--- src/rtl/id_control_seq.sv ---
// Registered decode/control stage between register read and ID/EX.
// Block transfers are expanded into one memory micro-op per listed register.
//   state | meaning
//   IDLE  | decoder ready; single-cycle ops and first block micro-op issue here
//   SEQ   | issuing the remaining micro-ops of a block transfer
module id_control_seq #(
  parameter int NUM_REGS = 16,
  parameter int IDX_W    = $clog2(NUM_REGS),
  parameter int OFF_W    = IDX_W + 2
) (
  input  logic                clk,
  input  logic                rst,
  input  logic                freeze,
  input  logic                flush,
  input  logic                instr_valid,
  input  logic [1:0]          mode,
  input  logic [3:0]          op_code,
  input  logic                s_in,
  input  logic [NUM_REGS-1:0] reg_list,
  output logic                ready,
  output logic                valid_out,
  output logic [3:0]          exe_cmd,
  output logic                mem_read,
  output logic                mem_write,
  output logic                wb_en,
  output logic                b,
  output logic                s_out,
  output logic [IDX_W-1:0]    xfer_reg,
  output logic [OFF_W-1:0]    xfer_offset,
  output logic                xfer_last
);

  typedef enum logic {IDLE, SEQ} state_t;

  state_t              state, state_nxt;
  logic [NUM_REGS-1:0] rem_mask, rem_nxt;
  logic [IDX_W:0]      ordinal, ord_nxt;
  logic                l_bit, l_nxt;
  logic                accept;
  logic [NUM_REGS-1:0] src, src_low, src_rest;
  logic [IDX_W-1:0]    low_idx;
  logic                uop_l;
  logic [IDX_W:0]      uop_ord;

  logic                valid_d, mr_d, mw_d, wb_d, b_d, s_d, last_d;
  logic [3:0]          cmd_d;
  logic [IDX_W-1:0]    reg_d;
  logic [OFF_W-1:0]    off_d;

  assign ready    = (state == IDLE);
  assign accept   = instr_valid & ready & ~freeze & ~flush;
  // In IDLE the micro-op source is the incoming list, in SEQ the remaining mask
  assign src      = (state == IDLE) ? reg_list : rem_mask;
  assign src_low  = src & (~src + NUM_REGS'(1));
  assign src_rest = src & ~src_low;
  assign uop_l    = (state == SEQ) ? l_bit : s_in;
  assign uop_ord  = (state == SEQ) ? ordinal : '0;

  always_comb begin
    low_idx = '0;
    for (int i = NUM_REGS - 1; i >= 0; i--)
      if (src[i]) low_idx = IDX_W'(i);
  end

  always_ff @(posedge clk) begin
    if (rst) begin
      state       <= IDLE;
      rem_mask    <= '0;
      ordinal     <= '0;
      l_bit       <= 1'b0;
      valid_out   <= 1'b0;
      exe_cmd     <= '0;
      mem_read    <= 1'b0;
      mem_write   <= 1'b0;
      wb_en       <= 1'b0;
      b           <= 1'b0;
      s_out       <= 1'b0;
      xfer_reg    <= '0;
      xfer_offset <= '0;
      xfer_last   <= 1'b0;
    end else begin
      state       <= state_nxt;
      rem_mask    <= rem_nxt;
      ordinal     <= ord_nxt;
      l_bit       <= l_nxt;
      valid_out   <= valid_d;
      exe_cmd     <= cmd_d;
      mem_read    <= mr_d;
      mem_write   <= mw_d;
      wb_en       <= wb_d;
      b           <= b_d;
      s_out       <= s_d;
      xfer_reg    <= reg_d;
      xfer_offset <= off_d;
      xfer_last   <= last_d;
    end
  end

  always_comb begin
    state_nxt = state;
    rem_nxt   = rem_mask;
    ord_nxt   = ordinal;
    l_nxt     = l_bit;
    if (flush) begin
      state_nxt = IDLE;
      rem_nxt   = '0;
      ord_nxt   = '0;
    end else if (!freeze) begin
      case (state)
        IDLE: if (accept && mode == 2'b11 && src_rest != '0) begin
          state_nxt = SEQ;
          rem_nxt   = src_rest;
          ord_nxt   = (IDX_W+1)'(1);
          l_nxt     = s_in;
        end
        SEQ: begin
          rem_nxt = src_rest;
          ord_nxt = ordinal + (IDX_W+1)'(1);
          if (src_rest == '0) begin
            state_nxt = IDLE;
            ord_nxt   = '0;
          end
        end
        default: state_nxt = IDLE;
      endcase
    end
  end

  always_comb begin
    valid_d = 1'b0;
    cmd_d   = 4'b0000;
    mr_d    = 1'b0;
    mw_d    = 1'b0;
    wb_d    = 1'b0;
    b_d     = 1'b0;
    s_d     = 1'b0;
    reg_d   = '0;
    off_d   = '0;
    last_d  = 1'b0;
    if (flush) begin
      valid_d = 1'b0;
    end else if (freeze) begin
      valid_d = valid_out;
      cmd_d   = exe_cmd;
      mr_d    = mem_read;
      mw_d    = mem_write;
      wb_d    = wb_en;
      b_d     = b;
      s_d     = s_out;
      reg_d   = xfer_reg;
      off_d   = xfer_offset;
      last_d  = xfer_last;
    end else if (state == SEQ || (accept && mode == 2'b11 && src != '0)) begin
      valid_d = 1'b1;
      cmd_d   = 4'b0010;
      mr_d    = uop_l;
      mw_d    = ~uop_l;
      wb_d    = uop_l;
      reg_d   = low_idx;
      off_d   = OFF_W'(uop_ord) << 2;
      last_d  = (src_rest == '0);
    end else if (accept) begin
      valid_d = 1'b1;
      case (mode)
        2'b00: begin
          s_d = s_in;
          case (op_code)
            4'b1101: begin cmd_d = 4'b0001; wb_d = 1'b1; end
            4'b1111: begin cmd_d = 4'b1001; wb_d = 1'b1; end
            4'b0100: begin cmd_d = 4'b0010; wb_d = 1'b1; end
            4'b0101: begin cmd_d = 4'b0011; wb_d = 1'b1; end
            4'b0010: begin cmd_d = 4'b0100; wb_d = 1'b1; end
            4'b0110: begin cmd_d = 4'b0101; wb_d = 1'b1; end
            4'b0000: begin cmd_d = 4'b0110; wb_d = 1'b1; end
            4'b1100: begin cmd_d = 4'b0111; wb_d = 1'b1; end
            4'b0001: begin cmd_d = 4'b1000; wb_d = 1'b1; end
            4'b1010: begin cmd_d = 4'b0100; s_d = 1'b1; end
            4'b1000: begin cmd_d = 4'b0110; s_d = 1'b1; end
            default: cmd_d = 4'b0000;
          endcase
        end
        2'b01: begin
          cmd_d = 4'b0010;
          mr_d  = s_in;
          mw_d  = ~s_in;
          wb_d  = s_in;
          s_d   = s_in;
        end
        2'b10: b_d = 1'b1;
        // an empty block list falls through as a NOP
        default: valid_d = 1'b1;
      endcase
    end
  end

endmodule

--- config.mk ---
export PLATFORM = sky130hd
export DESIGN_NAME = id_control_seq
export DESIGN_NICKNAME = d
export VERILOG_FILES = /design/src/rtl/id_control_seq.sv
export SDC_FILE = /design/constraint.sdc
export NUM_CORES = 1
export LEC_CHECK = 0
export ABC_AREA = 1
export CORE_AREA = 2 2 77 79
export CTS_BUF_LIST = sky130_fd_sc_hd__clkbuf_16
export DETAILED_ROUTE_END_ITERATION = 12
export DIE_AREA = 0 0 79 81
export GPL_ROUTABILITY_DRIVEN = 0
export PLACE_DENSITY = 0.68
export SLEW_MARGIN = 20
export SYNTH_ARGS = -nofsm -noshare
export SYNTH_HDL_FRONTEND = slang
export SYNTH_SLANG_ARGS = --single-unit
--- constraint.sdc ---
create_clock -name clk -period 2.4 [get_ports clk]
set_clock_uncertainty 0.05 [all_clocks]
set_input_delay 0.24 -clock clk [delete_from_list [all_inputs] [get_ports clk]]
set_output_delay 0.24 -clock clk [all_outputs]
set_load 0.05 [all_outputs]
# == Word-level counts from Yosys, hierarchy flattened ==
# Cells that the tools add are included.
# op_classes
add_sub_neg,2
multipliers,0
div_mod_pow,0
magnitude_cmp,0
n_eq_ne,14
n_shift,0
mux,53
bitwise,12
n_reduce_logical,16
# op_table
op,count
$mux W4,20
$pmux W4 S9,1
$and A16 B16 Y16,2
$mux W16,2
$not A16 Y16,2
$pmux W16 S2,1
$reduce_bool A16 Y1,2
$mux W1,21
$eq A4 B4 Y1 const B,5
$add A16 B1 Y16 const B,1
$logic_not A16 Y1,1
$eq A4 B3 Y1 const B,3
$mux W5,2
$pmux W5 S2,1
$reduce_or A9 Y1,1
$pmux W4 S2,1
$reduce_or A2 Y1,4
$mux W6,1
$pmux W1 S2,3
$add A5 B1 Y5 const B,1
$not A1 Y1,5
$eq A2 B2 Y1 const B,2
$eq A4 B1 Y1 const B,1
$eq A4 B2 Y1 const B,1
9 further kinds,13
# word_totals
reg_bits,44
latch_bits,0
ramBits,0
rom_bits,0
output_inout_bits,22
wordCells,111
mem_count,0

# == Logic depth before layout (Yosys ltp) ==
# Gate-level depths: netlist (run 1).
# logic_depth
ltp_word,18
ltp_mapped,21
ltp_nobuf,19

# == Worst setup path before layout (run 1) ==
# No wires, ideal clock.
# synth_path
path_kind,flip-flop to flip-flop
start,register state
end,register rem_mask[10]
t_arrival_ns,2.023
required_time_ns,2.237
path_slack_ns,0.214
stages_incl_launch_ff,19
path_buffers,3
period_less_slack_ns,2.186
path_cell_list,dfxtp_1 buf_6 inv_4 buf_6 nand2_1 o21ai_1 nor2_2 nand2_1 nor2_1 nand4_1 nand2_1 nand2_1 nor2_1 nand3_2 nand2_4 nand2_4 buf_2 nor2_1 nor2_1
# synth_lines
item,line_no,source
"start, declared",35,"state_t state, state_nxt;"
"start signal, assigned",82,state <= state_nxt;
$not A1 Y1 (*),--,
net ready,20,"output logic ready,"
$and A1 B1 Y1 (3 in series),51,assign accept = instr_valid & ready & ~freeze & ~flush;
$logic_and A1 B1 Y1 (2 in series),110,IDLE: if (accept && mode == 2'b11 && src_rest != '0) begin
$ne A2 B1 Y1 (no source line),--,
$reduce_and A2 Y1 (no source line),--,
"end signal, assigned",83,rem_mask <= rem_nxt;
"end, declared",36,"logic [NUM_REGS-1:0] rem_mask, rem_nxt;"
# The timed path passes the listed nets; every way through them passes the cells marked *. The select of a mux whose other input is x is not followed.
# A chain may end at the register's enable or synchronous reset.

# == Worst setup path in the final report (run 1) ==
# layout_path
start,register state
end,register rem_mask[13]
# layout_via
elab_chain_cells,10
# layout_rtl
item,line_no,source
$mux W16,53,assign src = (state == IDLE) ? reg_list : rem_mask;
$not A16 Y16,54,assign src_low = src & (~src + NUM_REGS'(1));
$add A16 B1 Y16,54,
$and A16 B16 Y16,54,
$not A16 Y16,55,assign src_rest = src & ~src_low;
$and A16 B16 Y16,55,
$reduce_bool A16 Y1,110,
$logic_and A1 B1 Y1,110,
$ne A2 B1 Y1 (no source line),--,
$reduce_and A2 Y1 (no source line),--,
# Several ways; a longest one is shown, not always the timed one. The select of a mux whose other input is x is not followed.

==> key figures, run 1 <==
Run status
  – Status: finished clean

Drt
  – DR WL/cell: 11.54 µm
  – Drt drc: 0
  – Final ANT Viol Nets: 0
  – Router iterations before antenna repair: 4
  – Vias per cell: 4.802
  – Vias: 2641
  – Total wire length: 6349 µm
  – Iter 0 DRT Violations: 98

STA
  – Fmax: 441.2 MHz
  – Unrepaired setup endpoints after global routing: true
  – Endpoints failing setup: 0
  – Tmin final: 2267 ps
  – Hold Fails Final Rpt: 0
  – Fin crit share: 94.44%
  – Hold_ws: 412.1 ps
  – Worst slew margin: 66.09%
  – Final slew viol count: 0
  – Worst-margin pin slew: 507.0 ps

Worst setup path
  – Crit path cell chain: buf_8 > o21ai_2 > nand2_2 > nor2_4 > nand2_4 > nor2_4 > nand2_1 > nand2_1 > nand2_1 > nor2_1 > nand3_2 > nand2_4 > buf_6 > nand3b_1 > nand2_1 > nor2_1
  – Critical path class: reg2reg
  – Max stage delay on crit path: 380 ps
  – Worst setup SP type: flip-flop
  – Critical Path Source: state$_SDFFE_PP0N_
  – Crit-path most repeated cell: nand2_1
  – Critical path data arrival time: 2390 ps
  – R2R Path Start: state$_SDFFE_PP0N_
  – Worst path slowest cell: dfxtp_4
  – Largest fanout on the critical path: 11
  – Worst Setup End Kind: flip-flop
  – Req. time, crit path: 2520 ps
  – Reg2Reg Depth: 16

Global routing
  – Initial antenna violation count: 0
  – Met1 Resource Use GR: 23.29%
  – GRT overflow: 0
  – GRT Resource Usage Total: 20.50%
  – Pin count of the biggest net entering global routing: 27
  – Vias in the first global route: 2518
  – M2 GR Usage: 38.98%
  – Busiest layer in global routing: met2
  – First-pass GRT wire length: 10480 µm
  – Global Route met3 Usage: 3.556%

Synthesis
  – Top post-synthesis cells by count: nand2_1 (122), nor2_1 (58), dfxtp_1 (40), inv_1 (39), a21oi_1 (22)
  – Asr flop ratio synth: 0%
  – Ys flop type: dfxtp_1
  – Sequential area share after synthesis: 32.06%
  – Mapped Area: 2497 µm²
  – Most numerous cell in the Yosys netlist: nand2_1
  – Synth Register Bits: 40
  – Yosys top cell by area: dfxtp_1
  – Post-synth EDFFs: 0
  – Mapped Avg Cell Area: 6.339 µm²
  – Syn. warnings: 0
  – Top cell type's share of synthesized area: 32.06%
  – Distinct cells, synth: 40
  – Synth area leaders: dfxtp_1 (32%), nand2_1 (18%), nor2_1 (8.7%), inv_1 (5.9%), a21oi_1 (4.4%)
  – Mapped Cells: 394

Final layout
  – Max reg flops: 15
  – Synth-to-layout area growth: 37.52%
  – Nets: 504
  – Ratio of cells with drive above 1 in the final layout: 16.84%
  – Post-layout util: 60.52%
  – Largest Register: rem_mask
  – ANT cells: 0

Die
  – Die W: 79 µm
  – Vert. Die Dim: 81 µm
  – Num ports: 50
  – FP Rows: 28
  – Die Area: 6399 µm²
  – Core Box Area: 5675 µm²
  – Initial Utilization: 44.00%

Hold path
  – Worst min path class: reg2reg
  – Hold Path Stages: 2
  – Critical hold path startpoint: l_bit$_SDFFE_PP0P_

Clocking
  – Number of CTS-inserted buffers: 5
  – TritonCTS clock tree: yes
  – Skew-Pair Late Insertion Delay: 280 ps
  – Clock slew at reported path FFs: 60 ps
  – H-tree Lvls: 2
  – Clk buf depth: 2
  – Clk sink count: 40
  – Post-CTS Hold Fix Bufs: 0
  – Root Buffer: clkbuf_16

Pwr
  – Lkg Pwr: 1.474 nW
  – VDD IR max: 0.2567 mV
  – PwrDens: 460.0 nW/µm²
  – Total power: 0.001580 W

Run
  – Number of max-cap violations: 0

Placement
  – Port-buffer cells: 47
  – Final HPWL DP: 4836 µm
## critical path: cells and delay by family (launching register included)
kind / cells / cell delay [ps]
buffers and inverters: 2 / 300
flip-flops: 1 / 380
AND/OR/NAND/NOR: 13 / 1230
AO/OA/AOI/OAI: 1 / 180
## per-layer routing
metal / vias up / share of wire [%]
met5: - / 0
met4: 0 / 1.6
met3: 9 / 3.4
met2: 54 / 50
met1: 1168 / 45
li1: 1410 / -
## metrics by stage
stage	std cells	worst slack (ps)	instance area, µm²	TNS, ps
detailed placement	542	-83.08	3256	-1271
floorplan	395	213.7	2501	0
finish	550	133.4	3435	0
global placement	542	-52.71	3256	-605.9
CTS	549	30.95	3391	0
global route	550	-54.78	3435	-553.3
## layout make-up
type / instances / area [µm²]
Tap cell: 75 / 93.84
Timing Repair Buffer: 89 / 798.3
Inverter: 44 / 170.2
Clock inverter: 2 / 8.758
Fill cell: 581 / 2241
Multi-Input combinational cell: 295 / 1434
Sequential cell: 40 / 804.5
Clock buffer: 5 / 125.1
## power breakdown
group	internal, W	total (W)	leakage (nW)	switching, W
combinational	0.000124	0.000274	1.08	0.000150
sequential	0.000671	0.000675	0.324	0.00000434
clock	0.000373	0.000631	0.0709	0.000258
total	0.00117	0.00158	1.47	0.000412
## worst paths after layout
path / endpoint / slack [ps]
worst max-delay path: rem_mask[13]$_SDFFE_PP0P_ / 130
worst max register to register: rem_mask[13]$_SDFFE_PP0P_ / 130
worst min-delay path: l_bit$_SDFFE_PP0P_ / 410
worst min register to register: l_bit$_SDFFE_PP0P_ / 410
## layout by cell type (no fill, tap or decap), types with 5 or more instances in the layout
cell,netlist,final
a21oi_1,22,22
buf_4,3,40
clkbuf_16,0,5
clkdlybuf4s50_1,0,46
dfxtp_1,40,39
inv_1,39,40
nand2_1,122,122
nand3_1,13,13
nand3b_1,6,6
nor2_1,58,55
o21ai_0,16,16
o21ai_1,7,7
o21ai_2,8,8
## what timing repair did
action,in CTS,in global routing
setup buffers,0,1
endpoints found under the setup margin,11,26
cloned,0,0
pin swaps,0,1
gates resized for setup,1,10
## logic make-up (layout without fill, tap and decap cells)
family          after synthesis  count (layout)  share of synthesized area (%)
flops                        40              40                          32.06
xor+xnor                      1               1                         0.3508
fa+ha+maj                     1               1                         0.5009
other cells                   1               2                         0.1502
buf+inv                      60             140                          11.32
simple gates                222             222                          38.98
compound gates               69              69                          16.63
Power figures use the tool's default switching activity.
==> run 2, diff against run 1 <==
- clock period: 2.4 -> 2.6 ns (I/O delays scaled with it)
==> run 2 against run 1 <==
Register-to-register slack improved by 120 ps. Fmax fell by 3.3%. Critical path depth did not move. Non-clock buffer count fell by 25. Critical path type unchanged.
==> key figures, run 2 (synthesis gave the netlist of run 1 again) <==
STA
  – Fmax: 426.6 MHz (-3.3%)
  – Worst slew margin: 62.69% (-3.4 points)
  – Hold Fails Final Rpt: 0 (unchanged)
  – Final slew viol count: 0 (unchanged)
  – Unrepaired setup endpoints after global routing: false
  – Worst-margin pin slew: 557.6 ps (+50.53 ps)
  – Tmin final: 2344 ps (+77.60 ps)
  – Endpoints failing setup: 0 (unchanged)
  – Fin crit share: 90.16% (-4.3 points)
  – Setup TNS: 0 ps (unchanged)

Final layout
  – Most frequent cells in the layout: nand2_1 (122), nor2_1 (58), clkdlybuf4s50_1 (46), inv_1 (39), dfxtp_1 (39)
  – Post-layout util: 56.75% (-3.8 points)
  – Post-Layout Cell Count: 526 (-4.4%)
  – # fillers: 595 (+2.4%)
  – Design area: 3221 µm² (-6.2%)
  – Commonest non-fill, non-tap cell in the layout: nand2_1
  – Ratio of cells with drive above 1 in the final layout: 11.97% (-4.9 points)
  – Synth-to-layout area growth: 28.96%
  – Largest Register: rem_mask
  – ANT cells: 0 (unchanged)
  – Nets: 479 (-5.0%)
  – Max reg flops: 15 (unchanged)

Drt
  – Iter 0 DRT Violations: 73 (-26%)
  – Final ANT Viol Nets: 0 (unchanged)
  – DR WL/cell: 11.28 µm (-2.3%)
  – Router iterations before antenna repair: 4 (unchanged)
  – Drt drc: 0 (unchanged)
  – Total wire length: 5933 µm (-6.6%)
  – Vias: 2552 (-3.4%)
  – Vias per cell: 4.852 (+1.0%)

Placement
  – Final HPWL DP: 4438 µm (-8.2%)
  – DP Cell Count: 518 (-4.4%)
  – Port-buffer cells: 47 (unchanged)
  – Dpl cell area: 3075 µm² (-5.5%)

Pwr
  – Lkg Pwr: 1.350 nW (-8.4%)
  – Total power: 0.001452 W (-8.1%)
  – VDD IR max: 0.3023 mV (+18%)
  – PwrDens: 450.8 nW/µm² (-2.0%)

Hold path
  – Worst min path class: reg2reg

Run
  – Number of max-cap violations: 0 (unchanged)

Clocking
  – # Post-CTS Setup Buffers: 0 (unchanged)
  – Post-CTS Hold Fix Bufs: 0 (unchanged)
  – Clk buf depth: 2 (unchanged)
  – Number of CTS-inserted buffers: 5 (unchanged)
  – Root Buffer: clkbuf_16
  – Clk sink count: 40 (unchanged)
  – H-tree Lvls: 2 (unchanged)
  – Skew-Pair Late Insertion Delay: 280 ps (about the same)
  – Clock slew at reported path FFs: 60 ps (about the same)
  – Post-cts resize count: 0 (-1)
  – TritonCTS clock tree: yes

Global routing
  – Initial antenna violation count: 0 (unchanged)
  – GRT overflow: 0 (unchanged)
  – GRT Resource Usage Total: 19.72% (-0.78 points)
  – First-pass GRT wire length: 10110 µm (-3.6%)
  – Vias in the first global route: 2293 (-8.9%)
  – Pin count of the biggest net entering global routing: 27 (unchanged)

Die
  – Core Box Area: 5675 µm² (unchanged)
  – Die Area: 6399 µm² (unchanged)
  – Initial Utilization: 44.00% (unchanged)
  – Die W: 79 µm (unchanged)
  – Vert. Die Dim: 81 µm (unchanged)
  – Num ports: 50 (unchanged)
  – FP Rows: 28 (unchanged)

Worst setup path
  – Delay-heaviest family, CP: simple AND/OR/NAND/NOR gates
  – Worst setup SP type: flip-flop
  – Req. time, crit path: 2770 ps (+250 ps)
  – Largest fanout on the critical path: 26 (+15)
  – Crit-path most repeated cell: nand2_1
  – Worst Path Buf+Inv: 2 (unchanged)
  – Critical path data arrival time: 2520 ps (+130 ps)
  – Worst path slowest cell: dfxtp_2
  – Reg2Reg Setup Slack: 260 ps (+120 ps)
  – Worst Setup End Kind: flip-flop
  – Crit path cell chain: buf_4 > nand2_1 > o21ai_0 > inv_1 > nand2_1 > nor2_4 > nand2_4 > o21bai_1 > nand2_1 > nor2_1 > nand3_2 > nand2_4 > nand2_4 > nand2_1 > nand2_1 > nor2_1
  – Critical path class: reg2reg
  – Max stage delay on crit path: 360 ps (-20 ps)

Run status
  – Status: finished clean
[run 2: metal layers]
layer / wire (µm) / global-route usage [%]
met5: 0 / 0
met4: 45 / 4.655
met3: 232 / 3.889
met2: 2927 / 34.92
met1: 2728 / 24.80
[run 2: metrics by stage]
step                      hold slack, ps  setup WS (ps)
after global placement             399.6          128.1
after CTS                          412.8          141.8
final                              412.8          255.8
after global routing               438.8          6.736
after floorplan                    279.1          413.7
after detailed placement           403.7          106.1
[run 2: power breakdown]
group	leakage [nW]	total, W	switching (W)	internal [W]
logic	0.953	0.000224	0.000131	0.0000931
clock network	0.0736	0.000604	0.000250	0.000353
registers	0.324	0.000624	0.00000383	0.000620
[run 2: cell type report]
type                            instances  area, µm²  share of cell area [%]
Clock inverter                          3      18.77                  0.5828
Sequential cell                        40      802.0                   24.90
Tap cell                               75      93.84                   2.914
Multi-Input combinational cell        295       1418                   44.02
Timing Repair Buffer                   64      595.6                   18.49
Inverter                               44      167.7                   5.206
Clock buffer                            5      125.1                   3.885
[run 2: worst min-delay path, cell delays in order (launching register included)]
cell and delay (ps):
dfxtp_1 310, nand2_1 50, a21oi_1 60
[run 2: final timing paths]
kind,end,depth (start not counted),start
max,rem_mask[4]$_SDFFE_PP0P_,16,state$_SDFFE_PP0N_
min,xfer_reg[3]$_SDFFE_PP0N_,2,xfer_reg[3]$_SDFFE_PP0N_
max reg2reg,rem_mask[4]$_SDFFE_PP0P_,16,state$_SDFFE_PP0N_
min reg2reg,xfer_reg[3]$_SDFFE_PP0N_,2,xfer_reg[3]$_SDFFE_PP0N_
==> run 3, diff against run 2 <==
- CORE_AREA: 2 2 77 79 -> 2 2 95 97
- DIE_AREA: 0 0 79 81 -> 0 0 97 99
- PLACE_DENSITY: 0.68 -> 0.47
==> run 3 against run 2 <==
Sequential share of layout area is 0.85 points lower. Largest power group is now clock. Sequential cell count stayed put. Global-route usage decreased by 4.8 points.
==> key figures, run 3 (synthesis gave the netlist of run 1 again) <==
Run status
  – Status: finished clean

Worst setup path
  – Reg2Reg Depth: 16 (unchanged)
  – R2R Path Start: state$_SDFFE_PP0N_
  – Max stage delay on crit path: 400 ps (+40 ps)
  – Worst Path Buf+Inv: 4 (+2)
  – Critical Path Source: state$_SDFFE_PP0N_
  – Req. time, crit path: 2740 ps (-30 ps)
  – Crit path cell chain: inv_4 > nand2_1 > buf_4 > nand2_1 > nor2_4 > nand2_1 > o21bai_1 > nand2_1 > nor3_2 > nand3_2 > buf_4 > buf_4 > nand3b_1 > nand2_1 > nand2_1 > nor2_1
  – Critical path class: reg2reg
  – Worst Setup End Kind: flip-flop
  – Worst setup SP type: flip-flop
  – Worst path slowest cell: dfxtp_4
  – Largest fanout on the critical path: 13 (-50%)
  – Delay-heaviest family, CP: simple AND/OR/NAND/NOR gates
  – Critical path data arrival time: 2480 ps (-40 ps)
  – Capture point of the worst reg-to-reg path: ordinal[3]$_SDFFE_PP0P_
  – Reg2Reg Setup Slack: 260 ps (about the same)
  – Crit-path most repeated cell: nand2_1

Clocking
  – H-tree Lvls: 2 (unchanged)
  – Clk sink count: 40 (unchanged)
  – Clk buf depth: 2 (unchanged)
  – TritonCTS clock tree: yes
  – Skew-Pair Late Insertion Delay: 290 ps (about the same)
  – Post-CTS Hold Fix Bufs: 0 (unchanged)
  – Clock slew at reported path FFs: 60 ps (about the same)
  – Number of CTS-inserted buffers: 5 (unchanged)
  – Root Buffer: clkbuf_16

Die
  – FP Rows: 34 (+21%)
  – Core Box Area: 8551 µm² (+51%)
  – Num ports: 50 (unchanged)
  – Initial Utilization: 29.21% (-15 points)
  – Die Area: 9603 µm² (+50%)
  – Vert. Die Dim: 99 µm (+22%)
  – Die W: 97 µm (+23%)

Drt
  – Final ANT Viol Nets: 0 (unchanged)
  – Vias: 2589 (+1.4%)
  – DR WL/cell: 12.13 µm (+7.5%)
  – Router iterations before antenna repair: 4 (unchanged)
  – Drt drc: 0 (unchanged)
  – Vias per cell: 4.582 (-5.6%)
  – Total wire length: 6854 µm (+16%)
  – Iter 0 DRT Violations: 95 (+30%)

Placement
  – Dpl ws: 18.88 ps (-87.24 ps)
  – Port-buffer cells: 47 (unchanged)
  – Final HPWL DP: 5267 µm (+19%)

Final layout
  – Most frequent cells in the layout: nand2_1 (122), nor2_1 (58), clkdlybuf4s50_1 (46), inv_1 (39), dfxtp_1 (39)
  – Synth-to-layout area growth: 33.92%
  – Nets: 485 (+1.3%)
  – Ratio of cells with drive above 1 in the final layout: 13.13% (+1.2 points)
  – Reg area: 804.5 µm² (+0.31%)
  – Multi-input logic area: 1425 µm² (+0.53%)
  – Commonest non-fill, non-tap cell in the layout: nand2_1
  – ANT cells: 0 (unchanged)
  – # fillers: 954 (+60%)
  – Max reg flops: 15 (unchanged)
  – Largest Register: rem_mask

Global routing
  – GRT Resource Usage Total: 14.89% (-4.8 points)
  – Pin count of the biggest net entering global routing: 27 (unchanged)
  – Initial antenna violation count: 0 (unchanged)
  – Vias in the first global route: 2513 (+9.6%)
  – First-pass GRT wire length: 11630 µm (+15%)
  – GRT overflow: 0 (unchanged)

STA
  – Fin crit share: 90.11% (about the same)
  – Setup TNS: 0 ps (unchanged)
  – Tmin final: 2343 ps (-1.365 ps)
  – Worst-margin pin slew: 517.4 ps (-40.16 ps)
  – Hold Fails Final Rpt: 0 (unchanged)
  – Fmax: 426.8 MHz (about the same)
  – Endpoints failing setup: 0 (unchanged)
  – Final slew viol count: 0 (unchanged)
  – Worst slew margin: 65.40% (+2.7 points)
  – Final WS setup: 257.1 ps (+1.365 ps)

Pwr
  – Internal: 0.001166 W (+9.4%)
  – VDD IR max: 0.2117 mV (-30%)
  – P_sw: 0.0004025 W (+4.4%)
  – Switching Fraction: 25.66% (-0.89 points)
  – PwrDens: 469.0 nW/µm² (+4.0%)
  – Clk network pwr share: 45.5% (+3.9 points)
  – Logic pwr share: 14.8% (-0.6 points)
  – Sequential group share of total power: 39.7% (-3.3 points)
  – Total power: 0.001569 W (+8.0%)
  – Lkg Pwr: 1.387 nW (+2.7%)

Hold path
  – Hold endpoint: l_bit$_SDFFE_PP0P_
  – Critical hold path startpoint: l_bit$_SDFFE_PP0P_
  – Worst min path class: reg2reg
  – Hold Path Stages: 2 (unchanged)

Run
  – Number of max-cap violations: 0 (unchanged)
-- run 3: power by group through the flow --
stage | Combinational, W | Sequential, W | Clock, W
finish | 0.000232 | 0.000623 | 0.000714
global route | 0.000260 | 0.000623 | 0.000764
CTS | 0.000233 | 0.000624 | 0.000736
detailed placement | 0.000232 | 0.000637 | 0
global placement | 0.000232 | 0.000637 | 0
floorplan | 0.000126 | 0.000649 | 0
-- run 3: area by class of cell --
type	instances	area share, %
Inverter	44	5.013
Timing Repair Buffer	70	19.27
Clock buffer	5	3.741
Clock inverter	3	1.272
Sequential cell	40	24.06
Tap cell	108	4.040
Multi-Input combinational cell	295	42.61
-- run 3: how the worst max path moves through the flow --
stage	to	depth (start not counted)
after floorplan	rem_mask[10]$_SDFFE_PP0P_	18
after global placement	ordinal[0]$_SDFFE_PP0P_	14
after detailed placement	ordinal[0]$_SDFFE_PP0P_	16
after CTS	ordinal[0]$_SDFFE_PP0P_	17
after global routing	ordinal[0]$_SDFFE_PP0P_	15
final	ordinal[3]$_SDFFE_PP0P_	16
-- run 3: metal layers --
| layer | up-vias | GRT usage, % | wire (µm) |
|---|---|---|---|
| li1 | 1377 | - | - |
| met1 | 1154 | 18.28 | 3205 |
| met2 | 47 | 25.48 | 3283 |
| met3 | 11 | 3.759 | 240 |
| met4 | 0 | 5.092 | 124 |
| met5 | - | 0 | 0 |
-- run 3: what timing repair did --
| action | 4_1_cts | 5_1_grt |
|---|---|---|
| buffers inserted | 0 | 1 |
| setup endpoints to repair | 0 | 22 |
| resized for setup | 0 | 4 |
| hold endpoints to repair | 0 | 0 |
-- run 3: through the flow --
| step | cell area [µm²] | std cells | util [%] | hold WS, ps |
|---|---|---|---|---|
| floorplan | 2501 | 395 | - | 279.1 |
| global placement | 3154 | 556 | 36.89 | 401.7 |
| detailed placement | 3154 | 556 | 36.89 | 402.5 |
| CTS | 3322 | 564 | 38.85 | 413.7 |
| global route | 3344 | 565 | 39.11 | 435.8 |
| finish | 3344 | 565 | 39.11 | 410.4 |
-- run 3: worst register-to-register path, cell delays in order, from the launching register on --
cell and delay, ps:
dfxtp_4 400, inv_4 90, nand2_1 100, buf_4 120
nand2_1 110, nor2_4 140, nand2_1 90, o21bai_1 200
nand2_1 90, nor3_2 170, nand3_2 160, buf_4 170
buf_4 130, nand3b_1 70, nand2_1 50, nand2_1 60
nor2_1 40
==> variant 1 (flow settings as in run 1) <==
`ordinal` no longer has a reset.
--- a/src/rtl/id_control_seq.sv
+++ b/src/rtl/id_control_seq.sv
@@ -67,5 +67,4 @@
       state       <= IDLE;
       rem_mask    <= '0;
-      ordinal     <= '0;
       l_bit       <= 1'b0;
       valid_out   <= 1'b0;
@@ -82,5 +81,4 @@
       state       <= state_nxt;
       rem_mask    <= rem_nxt;
-      ordinal     <= ord_nxt;
       l_bit       <= l_nxt;
       valid_out   <= valid_d;
@@ -95,4 +93,8 @@
       xfer_last   <= last_d;
     end
+  end
+
+  always_ff @(posedge clk) begin
+    ordinal <= ord_nxt;
   end
 
Function: no difference found for any inputs over 4 cycles, from zero or initial values and one cycle with rst high; that may be too few to reach the edited logic, so the function may still have changed.
==> variant 1 against run 1 <==
Die area unchanged. Highest routed layer unchanged. First-iteration DRC count up 32%. Wire length up 7.7%. Sequential power about the same. Setup slack worse by 0.095 ns. Power up 1.8%. Sequential cell count unchanged. Synthesized area up 3.2%. Cell area up 5.1%. Critical endpoint is now rem_mask[6]$_SDFFE_PP0P_. Clock power up 2%. Utilization up 3.1 points.
==> variant 1: results (changes against run 1) <==
Parameter                              Value

Run status
  Outcome    complete, no violations

Final layout
  Layout net count    525 (+4.2%)
  Fillers    541 (-6.9%)
  Number of flip-flops under the largest register name    15 (unchanged)
  Share of cells above drive strength 1    17.7% (+0.90 points)
  Diode insertion count for antenna repair    0 (unchanged)
  Most flops, register    rem_mask

Global routing
  First-pass GRT wire length    10400 um (-1.2%)
  Largest net degree at the start of global routing    29 (+7.4%)
  Total Routing Usage GR    20.1% (-0.40 points)
  Via count of the first global-routing pass    2458 (-2.4%)

STA
  Max-slew headroom    63.7% (-2.4 points)
  Worst Hold Slack    0.414 ns (+0.00184 ns)

Logic synthesis
  Post-synthesis cell type count    37 (-7.5%)
  Register area share after synthesis    31.1% (-0.98 points)
  Cell types occupying the most area after synthesis    dfxtp_1 (31%), nand2_1 (21%), inv_1 (8.6%)
  Cell types with the highest counts after synthesis    nand2_1 (141), inv_1 (59), nor2_1 (58)
  Yosys warns    0 (unchanged)

Power
  Maximum vdd ir drop    0.000357 V (+39%)
  Leakage power    0.00172 uW (+16%)

Hold path
  Hold_sp    b$_SDFFE_PP0N_
  Endpoint of the worst hold-timing path    b$_SDFFE_PP0N_

Route
  Routed wire length on met2    3440 um (+8.3%)
  Mean number of vias per cell    4.78 (-0.50%)
  First-pass iteration count of the detailed router    7 (+3)
  Violation count after the first detailed-route iteration    129 (+32%)
  Met1 Routed Length    2950 um (+3.5%)
  Wire length after detailed routing    6840 um (+7.7%)
  Total met3 wirelength after detailed routing    344 um (+59%)

Critical path
  Worst reg2reg endpoint    rem_mask[6]$_SDFFE_PP0P_
  CP Data Arrival Time    2.49 ns (+0.10 ns)
  Worst R2R Path Depth    18 (+2)
  Register-to-register setup slack    0.04 ns (-0.10 ns)
  Crit path max fanout    20 (+9)

Clocking
  CTS HTree Levels    2 (unchanged)
  Worst-case clock buffer depth    2 (unchanged)
  Clock Pin Slew Worst Setup and Hold Paths    0.06 ns (about the same)

Place
  Placed wire-length estimate after detailed placement    4530 um (-6.3%)
  Placed Area    3240 sq um (-0.35%)
variant 1: cells by family after synthesis:
group           synth area share (%)
fa+ha+maj                      0.486
simple gates                    42.4
buf+inv                         14.5
xor+xnor                       0.340
flops                           31.1
other cells                    0.146
compound gates                  11.0
variant 1: area by class of cell:
class,instances,area [sq um],area share [%]
inverter,67,259,7.18
clock buffer,5,125,3.47
clock inverter,2,12.5,0.347
multi-input combinational,303,1510,41.7
tap,75,93.8,2.60
timing repair buffer,79,810,22.4
sequential,40,805,22.3
variant 1: metrics by stage:
step                      instances  total power [uW]  setup WS [ns]
after detailed placement        558               954         -0.119
after CTS                       565              1600        0.00326
after floorplan                 426               847          0.255
after global routing            571              1680         -0.152
final                           571              1610         0.0379
after global placement          558               952        -0.0711
variant 1: critical path: stages, from the launching register on:
cell       delay [ns]
dfxtp_4          0.43
inv_8            0.09
nand2_1          0.08
o21ai_2          0.08
nor2_2           0.19
nand2_2          0.10
nor2_4           0.20
inv_2            0.07
nand2_2          0.09
nand2_2          0.08
nor2_4           0.13
nand3_4          0.10
nand2_4          0.08
nand2_4          0.06
nand2_8          0.09
clkbuf_16        0.16
nand2_1          0.05
nand2_1          0.05
nor2_1           0.04
variant 1: what timing repair did:
item | CTS | global route
gates resized for setup | 1 | 32
endpoints found under the hold margin | 0 | 0
pin swaps | 0 | 11
setup endpoints to repair | 14 | 18
setup buffers | 0 | 2
gates cloned | 0 | 4
variant 1: worst max-delay path by stage:
| stage | startpoint | end | slack (ns) | depth (start not counted) |
|---|---|---|---|---|
| floorplan | state$_SDFFE_PP0N_ | rem_mask[11]$_SDFFE_PP0P_ | 0.25 | 20 |
| global placement | reg_list[1] | rem_mask[1]$_SDFFE_PP0P_ | -0.07 | 18 |
| detailed placement | reg_list[1] | rem_mask[5]$_SDFFE_PP0P_ | -0.12 | 18 |
| CTS | state$_SDFFE_PP0N_ | rem_mask[5]$_SDFFE_PP0P_ | 0.003 | 17 |
| global route | state$_SDFFE_PP0N_ | rem_mask[8]$_SDFFE_PP0P_ | -0.15 | 17 |
| finish | state$_SDFFE_PP0N_ | rem_mask[6]$_SDFFE_PP0P_ | 0.04 | 18 |
variant 1: per-layer routing:
metal | vias to the layer above | track usage, %
met1 | 1197 | 24.5
met3 | 10 | 4.00
met4 | 0 | 4.83
met2 | 74 | 36.4
met5 | - | 0
li1 | 1447 | -
variant 1: report_power, final:
part           switching (uW)  internal, uW
registers                4.91           671
clock network             266           377
logic                     168           122
==> variant 2 (flow settings as in run 1) <==
Without the edit above. Change the parameter `NUM_REGS` from 16 to 8.
--- a/src/rtl/id_control_seq.sv
+++ b/src/rtl/id_control_seq.sv
@@ -5,5 +5,5 @@
 //   SEQ   | issuing the remaining micro-ops of a block transfer
 module id_control_seq #(
-  parameter int NUM_REGS = 16,
+  parameter int NUM_REGS = 8,
   parameter int IDX_W    = $clog2(NUM_REGS),
   parameter int OFF_W    = IDX_W + 2
Ports: changed (resized reg_list, xfer_offset and xfer_reg); port bits go from 50 to 40. The function was not compared with the original's and may differ.
==> variant 2 against run 1 <==
Power is 22% lower. Wire length is 32% lower. Synthesized area is 26% lower. Sequential cell count is 11 lower. Setup slack better by 0.20 ns. Count of clock-buffer cells in the layout stayed put. Largest cell class unchanged. Cell area is 31% lower. Worst hold slack better by 0.0018 ns. Via count is 32% lower. Largest power group is now clock. Non-clock buffer count is 47 lower.
==> variant 2: results (changes against run 1) <==
Parameter                              Value

Clocking
  CTS HTree Levels    2 (unchanged)
  Clock Pin Slew Worst Setup and Hold Paths    around 0.05 ns
  Post-CTS sizing    0 (-1)
  Clock tree root buffer cell    clkbuf_16
  # Post-CTS Setup Buffers    0 (unchanged)
  Worst-Skew Late Latency    0.27 ns
  Clock buffers created by TritonCTS    5 (unchanged)

Power
  Switching share of total power    25.0% (-1.0 points)
  Leakage power    0.00107 uW (-27%)
  Maximum vdd ir drop    0.000281 V (+9.5%)

Logic synthesis
  Cell types with the highest counts after synthesis    nand2_1 (71), inv_1 (36), dfxtp_1 (29)
  Yosys warns    0 (unchanged)
  Register area share after synthesis    31.5% (-0.56 points)
  Post-synthesis cell type count    32 (-20%)
  Cell types occupying the most area after synthesis    dfxtp_1 (32%), nand2_1 (14%), a21oi_1 (7.3%)
  Prevailing post-synth register cell    dfxtp_1
  Share of async-settable or async-resettable flops after synthesis    0% (unchanged)

Run status
  Outcome    complete, no violations

Route
  Via count    1785 (-32%)
  Total met3 wirelength after detailed routing    215 um (-0.92%)
  Routed wire length on met2    2000 um (-37%)
  Top routing layer in use    met4
  Violation count after the first detailed-route iteration    76 (-22%)
  Met1 Routed Length    2030 um (-29%)
  First-pass iteration count of the detailed router    5 (+1)
  Avg WL per Cell    11.0 um (-4.9%)

Place
  Placed wire-length estimate after detailed placement    3270 um (-32%)
  I/O Buffers    37 (-21%)
  Placed Area    2250 sq um (-31%)

Global routing
  Antenna violations before repair    0 (unchanged)
  First-pass GRT wire length    7650 um (-27%)
  Largest net degree at the start of global routing    21 (-22%)
  Total Routing Usage GR    15.0% (-5.5 points)

Final layout
  Fillers    613 (+5.5%)
  Share of cells above drive strength 1    11.9% (-4.9 points)
  Registers with the highest flip-flop counts    rem_mask (7), exe_cmd (4)
  Diode insertion count for antenna repair    0 (unchanged)
  Layout net count    339 (-33%)

Job
  Maximum capacitance violations    0 (unchanged)

STA
  Transition time at the pin with the least slew margin    0.504 ns (-0.00281 ns)
  Setup-failing EPs final    0 (unchanged)

Critical path
  CP Data Arrival Time    2.23 ns (-0.16 ns)
  Crit-path slowest cell    dfxtp_1
  Startpoint of the most critical register-to-register path    state$_SDFFE_PP0N_
  Critical path's largest stage delay    0.55 ns (+0.17 ns)
  Worst reg2reg endpoint    ordinal[1]$_SDFFE_PP0P_
  Worst R2R Path Depth    14 (-2)
  Crit path max fanout    20 (+9)
  Register-to-register setup slack    0.33 ns (+0.20 ns)

Hold path
  Class of the worst hold path    reg -> reg
  Endpoint of the worst hold-timing path    l_bit$_SDFFE_PP0P_
  Number of cells on the worst hold path    2 (unchanged)
  Hold_sp    l_bit$_SDFFE_PP0P_
## variant 2: layer usage
metal	vias up	global-route usage [%]
li1	951	-
met1	782	18.6
met2	47	25.5
met3	5	3.44
met4	0	5.34
met5	-	0
## variant 2: final cells by class
type	count	area, sq um	area share [%]
Clock buffer	5	125	5.25
Clock inverter	2	7.51	0.315
Inverter	40	156	6.57
Multi-Input combinational cell	200	1010	42.4
Sequential cell	29	581	24.4
Tap cell	75	93.8	3.94
Timing Repair Buffer	42	408	17.1
## variant 2: worst max path at each step
stage                       start                        to  slack, ns  cells past startpoint
6_report       state$_SDFFE_PP0N_   ordinal[1]$_SDFFE_PP0P_       0.33                     14
5_1_grt        state$_SDFFE_PP0N_   ordinal[1]$_SDFFE_PP0P_       0.05                     15
4_1_cts        state$_SDFFE_PP0N_   ordinal[1]$_SDFFE_PP0P_       0.30                     14
3_5_place_dp   state$_SDFFE_PP0N_   ordinal[1]$_SDFFE_PP0P_       0.33                     14
3_3_place_gp   state$_SDFFE_PP0N_   ordinal[1]$_SDFFE_PP0P_       0.36                     14
2_1_floorplan  state$_SDFFE_PP0N_  rem_mask[3]$_SDFFE_PP0P_       0.64                     14
## variant 2: cells by family (layout without fill, tap and decap cells)
| logic type | after synthesis | count (layout) | share of synthesized area [%] |
|---|---|---|---|
| AND/OR/NAND/NOR | 148 | 148 | 38.5 |
| buffers and inverters | 52 | 89 | 13.9 |
| AO/OA/AOI/OAI | 48 | 48 | 14.7 |
| flip-flops | 29 | 29 | 31.5 |
| adder cells (fa/ha/maj) | 1 | 1 | 0.679 |
| other | 1 | 2 | 0.203 |
| XOR/XNOR | 1 | 1 | 0.475 |
## variant 2: metrics by stage
stage	std cells	hold slack [ns]	util (%)	worst slack (ns)
after floorplan	281	0.259	-	0.635
after global placement	386	0.402	39.6	0.360
after detailed placement	386	0.408	39.6	0.328
after CTS	393	0.416	42.0	0.305
after global routing	393	0.437	42.0	0.0460
final	393	0.414	42.0	0.332
## variant 2: power by group through the flow
stage,logic (uW),clock network [uW],registers [uW]
detailed placement,172,0,499
finish,172,570,490
floorplan,103,0,507
CTS,173,585,490
global route,194,607,490
global placement,171,0,499
## variant 2: critical path: cells and delay by family (launching register included)
family / cells / cell delay, ns
AND/OR/NAND/NOR: 11 / 1.16
buffers and inverters: 3 / 0.23
flip-flops: 1 / 0.55
